### config.mk
export PLATFORM = sky130hd
export DESIGN_NAME = mem_arbiter
export DESIGN_NICKNAME = d
export VERILOG_FILES = /design/src/rtl/mem_arb_pkg.sv /design/src/rtl/arb_pick2.sv /design/src/rtl/mem_arbiter.sv
export SDC_FILE = /design/constraint.sdc
export NUM_CORES = 1
export LEC_CHECK = 0
export CAP_MARGIN = 25
export CORE_AREA = 2 2 78 80
export CTS_BUF_LIST = sky130_fd_sc_hd__clkbuf_4
export CTS_CLUSTER_SIZE = 25
export DETAILED_ROUTE_END_ITERATION = 7
export DIE_AREA = 0 0 80 82
export GPL_ROUTABILITY_DRIVEN = 1
export HOLD_SLACK_MARGIN = 0.03
export PLACE_DENSITY = 0.67
export SYNTH_ARGS = -nofsm -noshare
export SYNTH_HDL_FRONTEND = slang
export SYNTH_HIERARCHICAL = 1
export SYNTH_SLANG_ARGS = --single-unit
### constraint.sdc
create_clock -name clk -period 3 [get_ports clk]
set_input_delay 0.9 -clock clk [delete_from_list [all_inputs] [get_ports clk]]
set_output_delay 0.9 -clock clk [all_outputs]
set_load 0.005 [all_outputs]
### src/rtl/mem_arb_pkg.sv
// rtl/mem_arb_pkg.sv - shared types and default widths for the two-port memory arbiter
package mem_arb_pkg;

    localparam int AW_DEFAULT = 10;
    localparam int DW_DEFAULT = 8;

    typedef enum logic [1:0] {
        IDLE   = 2'd0,
        ACCESS = 2'd1,
        RDWAIT = 2'd2
    } state_t;

endpackage

### src/rtl/arb_pick2.sv
// rtl/arb_pick2.sv - two-way winner select; MEM_ARB_FIXED_PRIO_EN makes requester 0 win every tie
module arb_pick2 (
    input  logic req0,
    input  logic req1,
    input  logic last_id,
    output logic win_id,
    output logic any
);

    assign any = req0 | req1;

`ifdef MEM_ARB_FIXED_PRIO_EN
    assign win_id = ~req0 & req1;
`else
    // On a tie the requester that was not served last goes next.
    assign win_id = (req0 & req1) ? ~last_id : req1;
`endif

endmodule

### src/rtl/mem_arbiter.sv
// rtl/mem_arbiter.sv - two-requester single-port memory arbiter; tie policy set by MEM_ARB_FIXED_PRIO_EN
module mem_arbiter
    import mem_arb_pkg::*;
#(
    parameter int AW = AW_DEFAULT,
    parameter int DW = DW_DEFAULT
) (
    input  logic          clk,
    input  logic          rstn,
    input  logic          req0,
    input  logic          req1,
    input  logic          we0,
    input  logic          we1,
    input  logic [AW-1:0] addr0,
    input  logic [AW-1:0] addr1,
    input  logic [DW-1:0] wdata0,
    input  logic [DW-1:0] wdata1,
    output logic          gnt0,
    output logic          gnt1,
    output logic          rvalid0,
    output logic          rvalid1,
    output logic [DW-1:0] rdata,
    output logic          mem_rd_en,
    output logic          mem_wr_en,
    output logic [AW-1:0] mem_addr,
    output logic [DW-1:0] mem_din,
    input  logic [DW-1:0] mem_dout
);

    state_t        state_q, state_d;
    logic          last_id_q, last_id_d;
    logic          cmd_we_q, cmd_we_d;
    logic          cmd_id_q, cmd_id_d;
    logic [AW-1:0] mem_addr_q, mem_addr_d;
    logic [DW-1:0] mem_din_q, mem_din_d;
    logic          gnt0_q, gnt0_d;
    logic          gnt1_q, gnt1_d;
    logic          rvalid0_q, rvalid0_d;
    logic          rvalid1_q, rvalid1_d;
    logic          mem_rd_en_q, mem_rd_en_d;
    logic          mem_wr_en_q, mem_wr_en_d;

    logic win_id;
    logic any_req;
    logic win_we;

    arb_pick2 u_pick (
        .req0    (req0),
        .req1    (req1),
        .last_id (last_id_q),
        .win_id  (win_id),
        .any     (any_req)
    );

    assign win_we = win_id ? we1 : we0;

    // The latched command doubles as the memory command registers, so ACCESS
    // outputs appear on the cycle right after the request is sampled.
    always_comb begin
        state_d     = state_q;
        last_id_d   = last_id_q;
        cmd_we_d    = cmd_we_q;
        cmd_id_d    = cmd_id_q;
        mem_addr_d  = mem_addr_q;
        mem_din_d   = mem_din_q;
        gnt0_d      = 1'b0;
        gnt1_d      = 1'b0;
        rvalid0_d   = 1'b0;
        rvalid1_d   = 1'b0;
        mem_rd_en_d = 1'b0;
        mem_wr_en_d = 1'b0;
        case (state_q)
            IDLE: begin
                if (any_req) begin
                    state_d     = ACCESS;
                    cmd_id_d    = win_id;
                    cmd_we_d    = win_we;
                    mem_addr_d  = win_id ? addr1 : addr0;
                    mem_din_d   = win_id ? wdata1 : wdata0;
                    gnt0_d      = ~win_id;
                    gnt1_d      = win_id;
                    mem_wr_en_d = win_we;
                    mem_rd_en_d = ~win_we;
                end
            end
            ACCESS: begin
                last_id_d = cmd_id_q;
                if (cmd_we_q) begin
                    state_d = IDLE;
                end else begin
                    state_d   = RDWAIT;
                    rvalid0_d = ~cmd_id_q;
                    rvalid1_d = cmd_id_q;
                end
            end
            RDWAIT: state_d = IDLE;
            default: state_d = IDLE;
        endcase
    end

    always_ff @(posedge clk or negedge rstn) begin
        if (!rstn) begin
            state_q     <= IDLE;
            last_id_q   <= 1'b1;
            cmd_we_q    <= 1'b0;
            cmd_id_q    <= 1'b0;
            mem_addr_q  <= '0;
            mem_din_q   <= '0;
            gnt0_q      <= 1'b0;
            gnt1_q      <= 1'b0;
            rvalid0_q   <= 1'b0;
            rvalid1_q   <= 1'b0;
            mem_rd_en_q <= 1'b0;
            mem_wr_en_q <= 1'b0;
        end else begin
            state_q     <= state_d;
            last_id_q   <= last_id_d;
            cmd_we_q    <= cmd_we_d;
            cmd_id_q    <= cmd_id_d;
            mem_addr_q  <= mem_addr_d;
            mem_din_q   <= mem_din_d;
            gnt0_q      <= gnt0_d;
            gnt1_q      <= gnt1_d;
            rvalid0_q   <= rvalid0_d;
            rvalid1_q   <= rvalid1_d;
            mem_rd_en_q <= mem_rd_en_d;
            mem_wr_en_q <= mem_wr_en_d;
        end
    end

    assign gnt0      = gnt0_q;
    assign gnt1      = gnt1_q;
    assign rvalid0   = rvalid0_q;
    assign rvalid1   = rvalid1_q;
    assign mem_rd_en = mem_rd_en_q;
    assign mem_wr_en = mem_wr_en_q;
    assign mem_addr  = mem_addr_q;
    assign mem_din   = mem_din_q;
    // Memory output is already registered one cycle after mem_rd_en, so pass it straight through.
    assign rdata     = (state_q == RDWAIT) ? mem_dout : '0;

endmodule

======== Yosys cells after proc, flatten, opt, wreduce, memory -nomap -nowiden ========
Index checks and enable logic that the tools add are counted.
cells by class
  eq/ne operators ......................... 3
  bitwise logic cells ..................... 6
  muxes and demuxes ....................... 20
  multiply operators ...................... 0
  reductions and logical operators ........ 2
  shift operators ......................... 0
  add/subtract/negate cells ............... 0
  div/mod/pow operators ................... 0
  $lt $le $gt $ge ......................... 0
operator list
  cell                                           number
  two-way mux 8 bit                              2
  two-way mux 1 bit                              14
  two-way mux 10 bit                             1
  two-way mux 2 bit                              2
  NOT 1 bit                                      4
  case mux 2 bit (2 select lines)                1
  == test 2 x 1 -> 1 bit, second input constant  1
  == test 2 bit, second input constant           1
  logical NOT 2 bit                              1
  != test 2 bit, second input constant           1
  AND reduction 2 bit                            1
  bitwise AND 1 bit                              1
  OR 1 bit                                       1
storage, ports and cells
  output and inout port bits .............. 32
  bits in registers ....................... 29
  memories ................................ 0
  logic and storage cells ................. 43
  bits in latches ......................... 0
  ROM bits ................................ 0
  RAM bits ................................ 0

======== Longest topological paths before layout ========
  depth in word-level cells ............... 6
  mapped depth ............................ 4
  mapped depth without buffers ............ 3

======== Cells and area by module ========
Netlist, hierarchy kept.
modules (own cells, without submodules)
  module       area each (µm²)  times used  sequential area each (µm²)  cells each
  mem_arbiter  1,358.8          1           726.9                       92
  arb_pick2    13.8             1           0.0                         2

======== Worst setup path after synthesis ========
Ideal clock, no wire load.
  path type ............................... input port to flip-flop
  start ................................... input port req1
  end ..................................... register mem_addr_q[5], in the netlist mem_addr[5]
  slack ................................... 0.891 ns
  cell stages on the path ................. 4
  data required time ...................... 2.875 ns
  data arrival time ....................... 1.985 ns
  cell sequence ........................... a21boi_1 > buf_2 > mux2_2 > mux2_2
on the way
  cells in the longest elaborated chain, start to end .. 3
  elaborated cells between the ends (all ways) .. 5
  classes of those cells .................. mux (2); bitwise (2); reduce/logical (1)
ends and longest elaborated chain
  item                    RTL line            RTL
  start: declaration      mem_arbiter.sv:11   input logic req1,
  bitwise AND 1 bit       arb_pick2.sv:16     assign win_id = (req0 & req1) ? ~last_id : req1;
  two-way mux 1 bit       arb_pick2.sv:16
  two-way mux 10 bit      mem_arbiter.sv:78   mem_addr_d = win_id ? addr1 : addr0;
  end signal: assignment  mem_arbiter.sv:120  mem_addr_q <= mem_addr_d;
  end: declaration        mem_arbiter.sv:34   logic [AW-1:0] mem_addr_q, mem_addr_d;
Parallel ways exist; a longest one is shown, timed or not.
A chain may end at the register's enable or synchronous reset.

======== Final worst setup path ========
  start ................................... input port mem_dout[5]
  end ..................................... output port rdata[5]
on the way
  cells in the longest elaborated chain, start to end .. 1
ends and longest elaborated chain
  item                RTL line            RTL
  start: declaration  mem_arbiter.sv:27   input logic [DW-1:0] mem_dout
  two-way mux 8 bit   mem_arbiter.sv:140  assign rdata = (state_q == RDWAIT) ? mem_dout : '0;
  end: declaration    mem_arbiter.sv:22   output logic [DW-1:0] rdata,
No other way between the ends.

==> impl_metrics.py <==
metrics = {
    "setup_path": {
        "end_kind": "output pin",
        "ff2ff_setup_slack_ns": 1.54,
        "path_class": "input pin to output pin",
        "arrival_ns": 1.96,
        "cp-start-kind": "input pin",
        "cp_data_required_time_ns": 2.10,
        "reg2reg_from": "last_id_q$_DFFE_PN1P_",
        "r2r_end": "mem_addr[1]$_DFFE_PN0P_",
        "worstPathMaxFanout": 1,
        "rr_worst_depth": 4,
    },
    "clock_tree": {
        "cts_buffers": 5,
        "cts-hold-fix-buffers": 0,
        "cts_sinks": 29,
        "clk_path_buf_depth": 2,
        "clkSlewWorstSetupHoldPaths_ns": 0.08,
        "cts.htree.levels": 2,
        "ctsRootBufferMaster": "clkbuf_4",
        "clock_latency_ns": 0.31,
        "cts_repair_resize_count": 0,
        "cts_tree": "yes",
        "post_cts_buffers": 0,
    },
    "synth": {
        "syn_nets": 144,
        "synthXorXnorAreaFrac_pct": 0,
        "synth_top_family_by_area": "multiplexers",
        "ys_ff_latch": 29,
        "synth_area_per_cell_um2": 14.6,
        "syn_inst": 94,
        "synth-adder-area-share_pct": 0,
        "yosysUniqueCellTypes": 18,
        "yosysWarnings": 6,
        "synth-simple-area-share_pct": 9.85,
        "synth_area_um2": 1370,
        "synthMuxAreaShare_pct": 33.7,
        "synth_compound_gate_area_share_pct": 0.547,
        "synth_seq_area_share_pct": 53.0,
    },
    "floorplan": {
        "die_y_um": 82,
        "die-area_um2": 6560,
        "die_w_um": 80,
        "ios": 82,
        "fp-row-count": 28,
        "start_util_pct": 23.9,
        "fp.coreArea_um2": 5750,
    },
    "placed_design": {
        "placed_area_um2": 2280,
        "place.gp.congestion": 0.627,
        "portBuffers": 81,
        "dp_hpwl_um": 2410,
        "place_inst": 251,
        "dp_slack_ns": 0.126,
    },
    "layout": {
        "final_util_pct": 40.8,
        "fin_cells": 259,
        "drive_gt1_share_pct": 29.9,
        "fin_nets": 233,
        "layout_commonest_cell": "clkdlybuf4s50_1",
        "synthToLayoutAreaGrowth_pct": 70.6,
        "mostFrequentLayoutCells": "clkdlybuf4s50_1 (81), mux2_2 (34), dfrtp_1 (28)",
        "n_fill_cell": 570,
        "diodes": 0,
        "final_cell_area_um2": 2340,
    },
    "route": {
        "drc_errors": 0,
        "wirelength_um": 3160,
        "drtIter0Drc": 48,
        "wl_met3_um": 328,
        "first_pass_iters": 3,
        "final_antenna_net_count": 0,
        "routedLengthMet1_um": 1240,
        "viasPerCell": 4.06,
        "wl_per_cell_um": 12.2,
        "routed.top_layer": "met4",
        "wl_met2_um": 1530,
        "vias": 1052,
    },
    "power": {
        "p_comb_share_pct": 49.4,
        "vdd_ir_drop_max_mv": 0.259,
        "p_leak_nw": 0.960,
        "powerDensity_nw_per_um2": 783,
        "p_total_mw": 1.83,
        "p_switching_uw": 497,
        "swShare_pct": 27.1,
        "seq_power_share_pct": 37.2,
        "clockPowerShare_pct": 13.4,
        "internal_power_mw": 1.34,
    },
    "sta": {
        "setup_viol": 0,
        "slew_violations": 0,
        "finalCriticalPeriod_ns": 2.86,
        "fin_ws_ns": 0.140,
        "hold_ws_ns": 0.474,
        "fmax_ghz": 0.350,
        "rsz0062_at_grt": "no",
        "slew_headroom_pct": 75.4,
        "fin_setup_tns_ns": 0,
        "clock_skew_ns": 0.00576,
        "tightestPinTransition_ns": 0.369,
        "hold_viol_final": 0,
        "fin_crit_sh_pct": 95.3,
    },
    "worst_hold_path": {
        "min_from": "cmd_we_q$_DFFE_PN0P_",
        "hold-path-endpoint": "rvalid0$_DFF_PN0_",
        "holdCritPathClass": "register to register",
        "holdPathStages": 1,
    },
    "global_routing": {
        "antenna_found_initial": 0,
        "grt_pass1_wl_um": 5150,
        "grt_max_degree": 30,
        "grt_overflow": 0,
        "grt_use_total_pct": 10.3,
        "grt_pass1_vias": 1081,
    },
    "outcome": {
        "status": "completed",
    },
    "run": {
        "max_cap_viol_count": 0,
    },
}
flip-flops by register name (all words and copies together) (netlist names):
register	count
rvalid1	1
gnt1	1
mem_rd_en	1
mem_din	8
mem_wr_en	1
cmd_id_q	1
mem_addr	10
last_id_q	1
cmd_we_q	1
state_q	2
rvalid0	1
gnt0	1
worst max-delay path, stage by stage:
cell             delay, ns
clkdlybuf4s50_1       0.45
and2_1                0.11
clkdlybuf4s50_1       0.50
area by class of cell:
cell class,count,area (um^2),area share (%)
inverter,1,3.75,0.160
timing repair buffer,86,848,36.2
sequential,29,727,31.0
tap,75,93.8,4.01
multi-input combinational,60,609,26.0
clock buffer,8,60.1,2.56
routing by layer:
layer  global-route usage, %  vias to the layer above
met5                       0                        -
met4                    5.08                        0
met3                    4.29                        6
met2                    17.1                       51
met1                    11.6                      494
li1                        -                      501
Yosys cell counts (all sizes together):
cell type  number  share of area, %
and2           11               5.0
or2b            1              0.55
a21boi          1              0.55
dfstp           1               1.9
inv             1              0.27
or2             1              0.46
dfrtp          28                51
nor3            1              0.36
nor3b           2               1.9
nor2b           2              0.91
mux2i           2               1.5
mux2           38                32
buf             4               2.6
and2b           1              0.64
kinds of logic (layout without fill, tap and decap cells):
logic type             after synthesis  count (layout)
buffers and inverters                5              95
AO/OA/AOI/OAI                        1               1
multiplexers                        40              40
flip-flops                          29              29
AND/OR/NAND/NOR                     19              19
worst max path at each step:
stage                      startpoint                 endpoint  slack [ns]  depth (start not counted)
after floorplan                  req1  mem_addr[5]$_DFFE_PN0P_        0.89                          4
after global placement    mem_dout[7]                 rdata[7]        0.14                          3
after detailed placement  mem_dout[5]                 rdata[5]        0.13                          3
after CTS                 mem_dout[5]                 rdata[5]        0.13                          3
after global routing      mem_dout[5]                 rdata[5]        0.11                          3
final                     mem_dout[5]                 rdata[5]        0.14                          3
power groups by stage:
stage                     clock [mW]  sequential (mW)  combinational [mW]
after floorplan                    0            0.695               0.439
after global placement             0            0.686               0.919
after detailed placement           0            0.691               0.923
after CTS                      0.264            0.686               0.927
after global routing           0.285            0.711               0.988
final                          0.246            0.682               0.906
No activity file was read; power rests on OpenSTA's default activity.
